--- src/rtl/items_pkg.sv ---
// Shared types and constants for the items_ram arbiter.
// Holds RAM geometry, the background color, pellet total and FSM states.
package items_pkg;

    localparam int ADDR_W         = 12;
    localparam int DATA_W         = 24;
    localparam int FIFO_DEPTH_DEF = 4;
    localparam int STARVE_MAX_DEF = 64;
    localparam int TOTAL_PELLETS  = 244;

    localparam logic [DATA_W-1:0] BG_COLOR = 24'h000000;

    typedef enum logic [1:0] {
        IDLE,
        RD_REQ,
        RD_WAIT,
        CHK
    } arb_state_t;

endpackage

--- src/rtl/items_erase_fifo.sv ---
// Small erase-request queue: DEPTH entries of W-bit addresses.
// Ports: clk_i, rst_ni, push_i/data_i, pop_i, head_o, full_o, empty_o.
module items_erase_fifo #(
    parameter int DEPTH = 4,
    parameter int W     = 12
) (
    input  logic         clk_i,
    input  logic         rst_ni,
    input  logic         push_i,
    input  logic [W-1:0] data_i,
    input  logic         pop_i,
    output logic [W-1:0] head_o,
    output logic         full_o,
    output logic         empty_o
);

    localparam int PW = (DEPTH > 1) ? $clog2(DEPTH) : 1;

    logic [W-1:0]  mem_q [DEPTH];
    logic [PW-1:0] wr_ptr_q;
    logic [PW-1:0] rd_ptr_q;
    logic [PW:0]   cnt_q;
    logic          push_ok;
    logic          pop_ok;

    assign full_o  = (cnt_q == (PW+1)'(DEPTH));
    assign empty_o = (cnt_q == '0);
    assign head_o  = mem_q[rd_ptr_q];

    // A pop frees the slot the push needs, so both may fire when full.
    assign pop_ok  = pop_i && !empty_o;
    assign push_ok = push_i && (!full_o || pop_ok);

    always_ff @(posedge clk_i) begin
        if (push_ok) begin
            mem_q[wr_ptr_q] <= data_i;
        end
    end

    always_ff @(posedge clk_i or negedge rst_ni) begin
        if (!rst_ni) begin
            wr_ptr_q <= '0;
            rd_ptr_q <= '0;
            cnt_q    <= '0;
        end else begin
            if (push_ok) begin
                wr_ptr_q <= wr_ptr_q + 1'b1;
            end
            if (pop_ok) begin
                rd_ptr_q <= rd_ptr_q + 1'b1;
            end
            unique case ({push_ok, pop_ok})
                2'b10:   cnt_q <= cnt_q + 1'b1;
                2'b01:   cnt_q <= cnt_q - 1'b1;
                default: cnt_q <= cnt_q;
            endcase
        end
    end

endmodule

--- src/rtl/items_ram_arbiter.sv ---
// Shares the items_ram read port between video fetch and pellet erases
// (read-modify-write). Ports: Clk/Reset_n, video read, erase handshake,
// pellet counter, and the items_ram read/write port signals.
module items_ram_arbiter
    import items_pkg::*;
#(
    parameter int FIFO_DEPTH = FIFO_DEPTH_DEF,
    parameter int STARVE_MAX = STARVE_MAX_DEF
) (
    input  logic              Clk,
    input  logic              Reset_n,
    input  logic              vid_rd_en,
    input  logic [ADDR_W-1:0] vid_addr,
    output logic [DATA_W-1:0] vid_data,
    output logic              vid_valid,
    output logic              vid_stale,
    input  logic              erase_valid,
    input  logic [ADDR_W-1:0] erase_addr,
    output logic              erase_ready,
    input  logic              count_clr,
    output logic [ADDR_W-1:0] pellets_eaten,
    output logic              all_eaten,
    output logic [ADDR_W-1:0] ram_rd_addr,
    input  logic [DATA_W-1:0] ram_data_out,
    output logic              ram_we,
    output logic [ADDR_W-1:0] ram_wr_addr,
    output logic [DATA_W-1:0] ram_data_in
);

    localparam int SW = $clog2(STARVE_MAX + 1);

    arb_state_t        state_q;
    logic [SW-1:0]     starve_q;
    logic              we_q;
    logic [ADDR_W-1:0] wr_addr_q;
    logic [ADDR_W-1:0] cnt_q;
    logic [ADDR_W-1:0] cnt_d;
    logic              all_q;
    logic              vid_valid_q;
    logic              vid_stale_q;
    logic [DATA_W-1:0] held_q;

    logic              fifo_full;
    logic              fifo_empty;
    logic              fifo_pop;
    logic [ADDR_W-1:0] head;
    logic              erase_slot;

    items_erase_fifo #(
        .DEPTH (FIFO_DEPTH),
        .W     (ADDR_W)
    ) u_fifo (
        .clk_i   (Clk),
        .rst_ni  (Reset_n),
        .push_i  (erase_valid && erase_ready),
        .data_i  (erase_addr),
        .pop_i   (fifo_pop),
        .head_o  (head),
        .full_o  (fifo_full),
        .empty_o (fifo_empty)
    );

    // Video wins unless it is idle or the erase has waited long enough.
    assign erase_slot = (state_q == RD_REQ)
                     && (!vid_rd_en || starve_q == SW'(STARVE_MAX));

    assign fifo_pop      = (state_q == CHK);
    assign erase_ready   = !fifo_full;
    assign ram_rd_addr   = erase_slot ? head : vid_addr;
    assign ram_we        = we_q;
    assign ram_wr_addr   = wr_addr_q;
    assign ram_data_in   = BG_COLOR;
    assign pellets_eaten = cnt_q;
    assign all_eaten     = all_q;
    assign vid_valid     = vid_valid_q;
    assign vid_stale     = vid_stale_q;

    // A stolen slot replays the last real pixel instead of erase data.
    always_comb begin
        vid_data = '0;
        if (vid_stale_q) begin
            vid_data = held_q;
        end else if (vid_valid_q) begin
            vid_data = ram_data_out;
        end
    end

    // RD_WAIT sees the erase read data; the write decision is registered
    // there so ram_we is a clean flop output during CHK.
    always_ff @(posedge Clk or negedge Reset_n) begin
        if (!Reset_n) begin
            state_q   <= IDLE;
            starve_q  <= '0;
            we_q      <= 1'b0;
            wr_addr_q <= '0;
        end else begin
            unique case (state_q)
                IDLE: begin
                    if (!fifo_empty) begin
                        state_q <= RD_REQ;
                    end
                end
                RD_REQ: begin
                    if (erase_slot) begin
                        starve_q <= '0;
                        state_q  <= RD_WAIT;
                    end else if (starve_q != SW'(STARVE_MAX)) begin
                        starve_q <= starve_q + 1'b1;
                    end
                end
                RD_WAIT: begin
                    we_q      <= (ram_data_out != BG_COLOR);
                    wr_addr_q <= head;
                    state_q   <= CHK;
                end
                CHK: begin
                    we_q    <= 1'b0;
                    state_q <= IDLE;
                end
            endcase
        end
    end

    // Clear has priority over a same-cycle increment.
    always_comb begin
        cnt_d = cnt_q;
        if (count_clr) begin
            cnt_d = '0;
        end else if (state_q == CHK && we_q && cnt_q != '1) begin
            cnt_d = cnt_q + 1'b1;
        end
    end

    always_ff @(posedge Clk or negedge Reset_n) begin
        if (!Reset_n) begin
            cnt_q <= '0;
            all_q <= 1'b0;
        end else begin
            cnt_q <= cnt_d;
            all_q <= (cnt_q >= ADDR_W'(TOTAL_PELLETS));
        end
    end

    always_ff @(posedge Clk or negedge Reset_n) begin
        if (!Reset_n) begin
            vid_valid_q <= 1'b0;
            vid_stale_q <= 1'b0;
            held_q      <= '0;
        end else begin
            vid_valid_q <= vid_rd_en;
            vid_stale_q <= vid_rd_en && erase_slot;
            if (vid_valid_q && !vid_stale_q) begin
                held_q <= ram_data_out;
            end
        end
    end

endmodule

--- config.mk ---
export PLATFORM = sky130hd
export DESIGN_NAME = items_ram_arbiter
export DESIGN_NICKNAME = d
export VERILOG_FILES = /design/src/rtl/items_pkg.sv /design/src/rtl/items_erase_fifo.sv /design/src/rtl/items_ram_arbiter.sv
export SDC_FILE = /design/constraint.sdc
export NUM_CORES = 1
export LEC_CHECK = 0
export CAP_MARGIN = 15
export CORE_MARGIN = 2
export CORE_UTILIZATION = 55
export CTS_BUF_LIST = sky130_fd_sc_hd__clkbuf_4 sky130_fd_sc_hd__clkbuf_8
export CTS_CLUSTER_SIZE = 40
export DETAILED_ROUTE_END_ITERATION = 12
export GPL_ROUTABILITY_DRIVEN = 0
export PLACE_DENSITY_LB_ADDON = 0.12
export SLEW_MARGIN = 20
export SYNTH_ARGS = -nofsm -noshare
export SYNTH_HDL_FRONTEND = slang
export SYNTH_HIERARCHICAL = 1
export SYNTH_SLANG_ARGS = --single-unit
--- constraint.sdc ---
create_clock -name Clk -period 5.7 [get_ports Clk]
set_input_delay 1.14 -clock Clk [delete_from_list [all_inputs] [get_ports Clk]]
set_output_delay 1.14 -clock Clk [all_outputs]
set_load 0.02 [all_outputs]
# Word-level counts from Yosys, hierarchy flattened
# Memories as Yosys holds them, arrays and structs flattened.
# Index checks and enable logic that the tools add are counted.
[word_totals]
reg_bits = 68
latch_bits = 0
ramBits = 48
rom_bits = 0
in_bits = 53
n_memories = 1
[classes]
add_sub_neg = 6
multipliers = 0
div = 0
order_cmp = 1
eq_ne = 11
shifts = 0
mux = 14
n_bitwise = 0
n_reduce_logical = 23
[memory_table]
columns = ["name", "words", "word_bits", "read_ports", "rd_ports_with_merged_regs", "wr", "line_no", "source"]
rows = [
  ["u_fifo.mem_q", 4, 12, 1, 0, 1, "items_erase_fifo.sv:19", "logic [W-1:0] mem_q [DEPTH];"],
]
[op_table]
columns = ["op", "count"]
rows = [
  ["$mux W24", 2],
  ["$mux W12", 3],
  ["$reduce_bool A24 Y1", 1],
  ["$mux W7", 2],
  ["$add A12 B1 Y12 const B", 1],
  ["$ge A12 B8 Y1 const B", 1],
  ["$ne A12 B12 Y1 const B", 1],
  ["$logic_and A1 B1 Y1", 8],
  ["$pmux W2 S4", 1],
  ["$reduce_bool A2 Y1", 4],
  ["$add A7 B1 Y7 const B", 1],
  ["$eq A7 B7 Y1 const B", 1],
  ["$ne A7 B7 Y1 const B", 1],
  ["$eq A2 B2 Y1 const B", 3],
  ["$pmux W3 S2", 1],
  ["$add A2 B1 Y2 const B", 2],
  ["$eq A2 B1 Y1 const B", 2],
  ["$logic_not A1 Y1", 4],
  ["$mux W2", 2],
  ["$ne A2 B2 Y1 const B", 2],
  ["$reduce_and A2 Y1", 2],
  ["$add A3 B1 Y3 const B", 1],
  ["$eq A3 B3 Y1 const B", 1],
  ["$logic_not A3 Y1", 1],
  ["5 further kinds", 7],
]

# Longest topological paths before layout
[depth]
ltp_word = 7
ltp_mapped = 11
mapped_depth_nobuf = 11

# Cells and area by module
# Netlist, hierarchy kept.
[modules_own_cells]
columns = ["module", "instances", "cells_per_inst", "area_each_um2"]
rows = [
  ["items_ram_arbiter", 1, 293, 3353.2],
  ["items_erase_fifo", 1, 101, 2167.1],
]

# Least setup slack after synthesis
# Ideal clock, no wire load.
[synth_timing]
path_kind = "input port to output port"
from = "input vid_rd_en"
to = "output ram_rd_addr[10]"
t_arrival_ps = 2055
setup_slack_ps = 2505
path_stages = 5
path_cell_list = "inv_1 a31oi_1 nand2b_4 buf_6 mux2_4"
[synth_between]
elab_chain_len = 4
[synth_rtl]
columns = ["element", "line_no", "source"]
rows = [
  ["start: declaration", "items_ram_arbiter.sv:12", "input logic vid_rd_en,"],
  ["$logic_not A1 Y1", "items_ram_arbiter.sv:65", "&& (!vid_rd_en || starve_q == SW'(STARVE_MAX));"],
  ["$logic_or A1 B1 Y1", "items_ram_arbiter.sv:65", ""],
  ["$logic_and A1 B1 Y1", "items_ram_arbiter.sv:65", ""],
  ["$mux W12", "items_ram_arbiter.sv:69", "assign ram_rd_addr = erase_slot ? head : vid_addr;"],
  ["end: declaration", "items_ram_arbiter.sv:23", "output logic [ADDR_W-1:0] ram_rd_addr,"],
]
# Every way passes these cells.

# Final worst setup path
[layout_timing]
from = "input vid_rd_en"
to = "output ram_rd_addr[1]"
# The elaborated chain is that of the path after synthesis.

==> results.txt <==
Among all flip-flop cells after synthesis, the most frequent one is dfrtp_1. For the number of hold buffers added after CTS, the log shows 0. The critical path capture point is ram_rd_addr[1]. After detailed routing, the total wire length is 10900 um. The areal power density over the cells is 437.4 nW/um^2, and the number of synthesized flops with an enable pin is 48.

The number of setup violations in the final report came out at 0. IR analysis of the VDD net gives a maximum drop of 0.3502 mV. 0 antenna diodes ended up in the layout.

The switching power as a share of total power was 0.3364; the floorplan row count was 36. Counting distinct cell types in the post-synthesis netlist gives 51. The fraction of layout cells with a size suffix above 1 came out at 0.2049.

The flow ran to the end, and the final reports show no timing, DRC or antenna violations. The transition time at the pin with the least slew margin was 0.9461 ns. In the layout the commonest cells are 116 x clkdlybuf4s50_1, 68 x dfrtp_1, 48 x edfxtp_1. Via count of the first global-routing pass: 3631.

The sequential-to-total area share from yosys stat is 0.5694. The final number of max-transition violations was 0. The dominant cell type by area after synthesis is dfrtp_1.

The library cell used most frequently in the layout, excluding fill and tap cells, is clkdlybuf4s50_1. The aggregate global-route resource usage was 0.2119. The logs give 4 for the number of detailed-route iterations in the first pass and 0.2303 GHz for the maximum achievable frequency. The first routing iteration left 124 violations.

STA classifies the critical path endpoint as a primary output. For the fraction of power consumed by combinational cells, the log shows 0.352. The tools report the overall die area as 10850 um^2.

The Yosys step of the flow raised 6 warnings. In this run the deepest clock path goes through 2 buffers. The max-cap check violation count is 0. The most critical setup path has its startpoint at vid_rd_en. After detailed routing, the number of vias per cell comes to 5.405. Worst hold margin: 0.5082 ns. The fraction of registers with async set or reset after synthesis was 0.5862. The tools report the setup TNS as 0 ns. In this run, synthesis produced a sequential element count of 116. The clock input transition at the sequential cells of the worst setup and hold paths is 0.07 ns, and the multi-input logic area is 2135 um^2. The H-tree was split into 4 levels.

At the end of the flow, the number of nets in the layout was 583. The tools report the source of the worst register-to-register timing path as u_fifo/cnt_q[0]. The area growth from synthesis to layout is 29.03%. Post-synth design cell area: 5520 um^2. The logs give 142 for the number of primary I/O pins and 627 for the placed cell count. The number of nets with antenna violations after routing is 0. The worst register-to-register path ends at u_fifo/cnt_q[2]. In this run, CTS created clock tree buffers numbering 17. Entering global routing, the biggest net connects 69 pins. In the final routed layout, each cell accounts on average for 16.51 um. Registers take 3143 um^2.

Data on the critical path is required at its endpoint by 4.56 ns. Count of fill cells added during filler insertion: 693. In this run the horizontal extent of the chip is 104.2 um.

The number of sinks on the clock net is 116. Ranked by total cell area, the synthesized netlist is headed by dfrtp_1 31%, edfxtp_1 26%, mux2_2 8.2%, mux4_2 4.9%, a22o_1 3.8%. The sequential share of power came out at 0.400.

In this run the register-to-register setup slack is 3.42 ns. Internal power comes to 2.068 mW. The clock network fraction of total power was 0.248. Type of the tightest min-delay check: flip-flop to flip-flop. The routed layout has 3567 vias. The post-synthesis cell count is 394, and the final cycle utilization of the critical path is 0.7618. The effective utilization at floorplan is 0.5648. Library cell used as clock root buffer: clkbuf_8. Of all nets on the critical path, the largest fanout is 13. After clock tree synthesis, the setup repair step added 0 buffers.

The analysis attributes to cell leakage a power of 2.876 nW. STA classifies the critical path startpoint as an input port. Setup repair after global routing left no endpoint under its margin. The HPWL after detailed placement is 7477 um.

Port buffering added 117 buffers. Relative slew slack: 0.3693. TritonCTS built the clock tree. Clock latency on the worst-skew pair, taken at its later pin, is 0.43 ns. The post-layout minimum cycle time is 4.342 ns, and the number of standard cells in the final layout excluding fillers is 660.

The share of the synthesized area in the top cell type was 0.3083; the number of antenna violations at the first check in global routing was 0. The tools report the fraction of the core area covered by cells at the end of the flow as 0.7288. For this run, design rule violations remaining after detail routing come to 0. Clock skew on the completed layout was measured at 0.01380 ns. At the worst endpoint, the arrival time is 3.20 ns. The total overflow reported by the global router came out at 0.

The setup path with the least slack is of type input port to primary output. The tools report the number of hold violations in the final report as 0. The first global-routing pass estimated 18020 um of wire. The average instance area after synthesis came out at 14.01 um^2. For the worst flop-to-flop path, the logic depth is 11. For this design the total switching power over the nets is 1.048 mW.

Measured along the y axis, the die boundary spans 104.2 um. Floorplan core area: 9774 um^2. After clock tree synthesis, the repair step resized 0 gates.
==> Yosys cell counts, types with 2 or more instances <==
library cell	count
or3_1	7
nor4_1	7
a21oi_1	13
nand2_1	10
ha_1	15
nor2_1	10
a22o_1	24
inv_1	17
buf_6	2
and2_2	4
xor2_1	6
mux4_2	12
mux2_4	10
buf_4	25
nor2b_1	3
xnor2_1	5
nor3_1	3
mux2i_1	2
nand3_1	5
dfrtp_1	68
mux2_2	40
buf_2	8
nand4_1	7
and3_1	3
clkbuf_1	6
edfxtp_1	48
o21ai_0	9
o41ai_1	2
==> layer usage <==
layer  vias to the layer above  track usage  wire length [um]
li1                       1666            -                 -
met1                      1778       0.2532              4428
met2                       111       0.3741              5813
met3                        12      0.04950               503
met4                         0      0.07819               150
met5                         -            0                 0
==> registers in the layout, summed over array words and instances (netlist names) <==
register,cells
all_eaten,1
held_q,24
pellets_eaten,12
ram_we,1
ram_wr_addr,12
starve_q,7
state_q,2
u_fifo/cnt_q,3
u_fifo/mem_q,48
u_fifo/rd_ptr_q,2
u_fifo/wr_ptr_q,2
vid_stale,1
vid_valid,1
==> critical path: stages <==
cell	delay [ns]
clkdlybuf4s50_1	0.48
inv_1	0.06
a31oi_1	0.25
nand2b_4	0.36
mux2_2	0.37
clkdlybuf4s50_1	0.54
==> power groups by stage <==
| stage | registers, mW | logic, mW | clock network [mW] |
|---|---|---|---|
| after CTS | 1.25 | 1.11 | 0.789 |
| after global routing | 1.28 | 1.18 | 0.827 |
| after detailed placement | 1.26 | 1.10 | 0 |
| after global placement | 1.25 | 1.07 | 0 |
| final | 1.25 | 1.10 | 0.773 |
| after floorplan | 1.25 | 0.723 | 0 |
==> worst min-delay path by stage <==
stage	start	to	slack (ns)	cells after the start
floorplan	u_fifo/cnt_q[2]	u_fifo/cnt_q[2]	0.48	1
global placement	held_q[22]	held_q[22]	0.49	1
detailed placement	ram_wr_addr[4]	ram_wr_addr[4]	0.49	1
CTS	ram_wr_addr[4]	ram_wr_addr[4]	0.51	1
global route	ram_wr_addr[7]	ram_wr_addr[7]	0.53	1
finish	ram_wr_addr[7]	ram_wr_addr[7]	0.51	1
==> cells by family (layout without fill, tap and decap cells) <==
logic type | Yosys count | after routing | synth area share
flip-flops | 116 | 116 | 0.5694
AO/OA/AOI/OAI | 60 | 60 | 0.08024
adder cells (fa/ha/maj) | 16 | 16 | 0.03762
multiplexers | 64 | 64 | 0.1614
AND/OR/NAND/NOR | 68 | 68 | 0.07230
other | 1 | 24 | 0.0006793
buffers and inverters | 58 | 168 | 0.06097
XOR/XNOR | 11 | 11 | 0.01745
==> final cells by class <==
cell class	instances	share of cell area
multi-input combinational	243	0.2997
clock inverter	14	0.02336
sequential	116	0.4412
tap	133	0.02336
clock buffer	18	0.03478
timing repair buffer	119	0.1686
inverter	17	0.008958
==> through the flow <==
step | setup WS (ns) | total power [mW] | area (um^2)
3_5_place_dp | 1.388 | 2.365 | 6681
3_3_place_gp | 1.430 | 2.323 | 6681
5_1_grt | 1.284 | 3.286 | 7123
2_1_floorplan | 2.505 | 1.971 | 5607
4_1_cts | 1.346 | 3.144 | 7096
6_report | 1.358 | 3.116 | 7123
(Power assumes the default switching activity.)
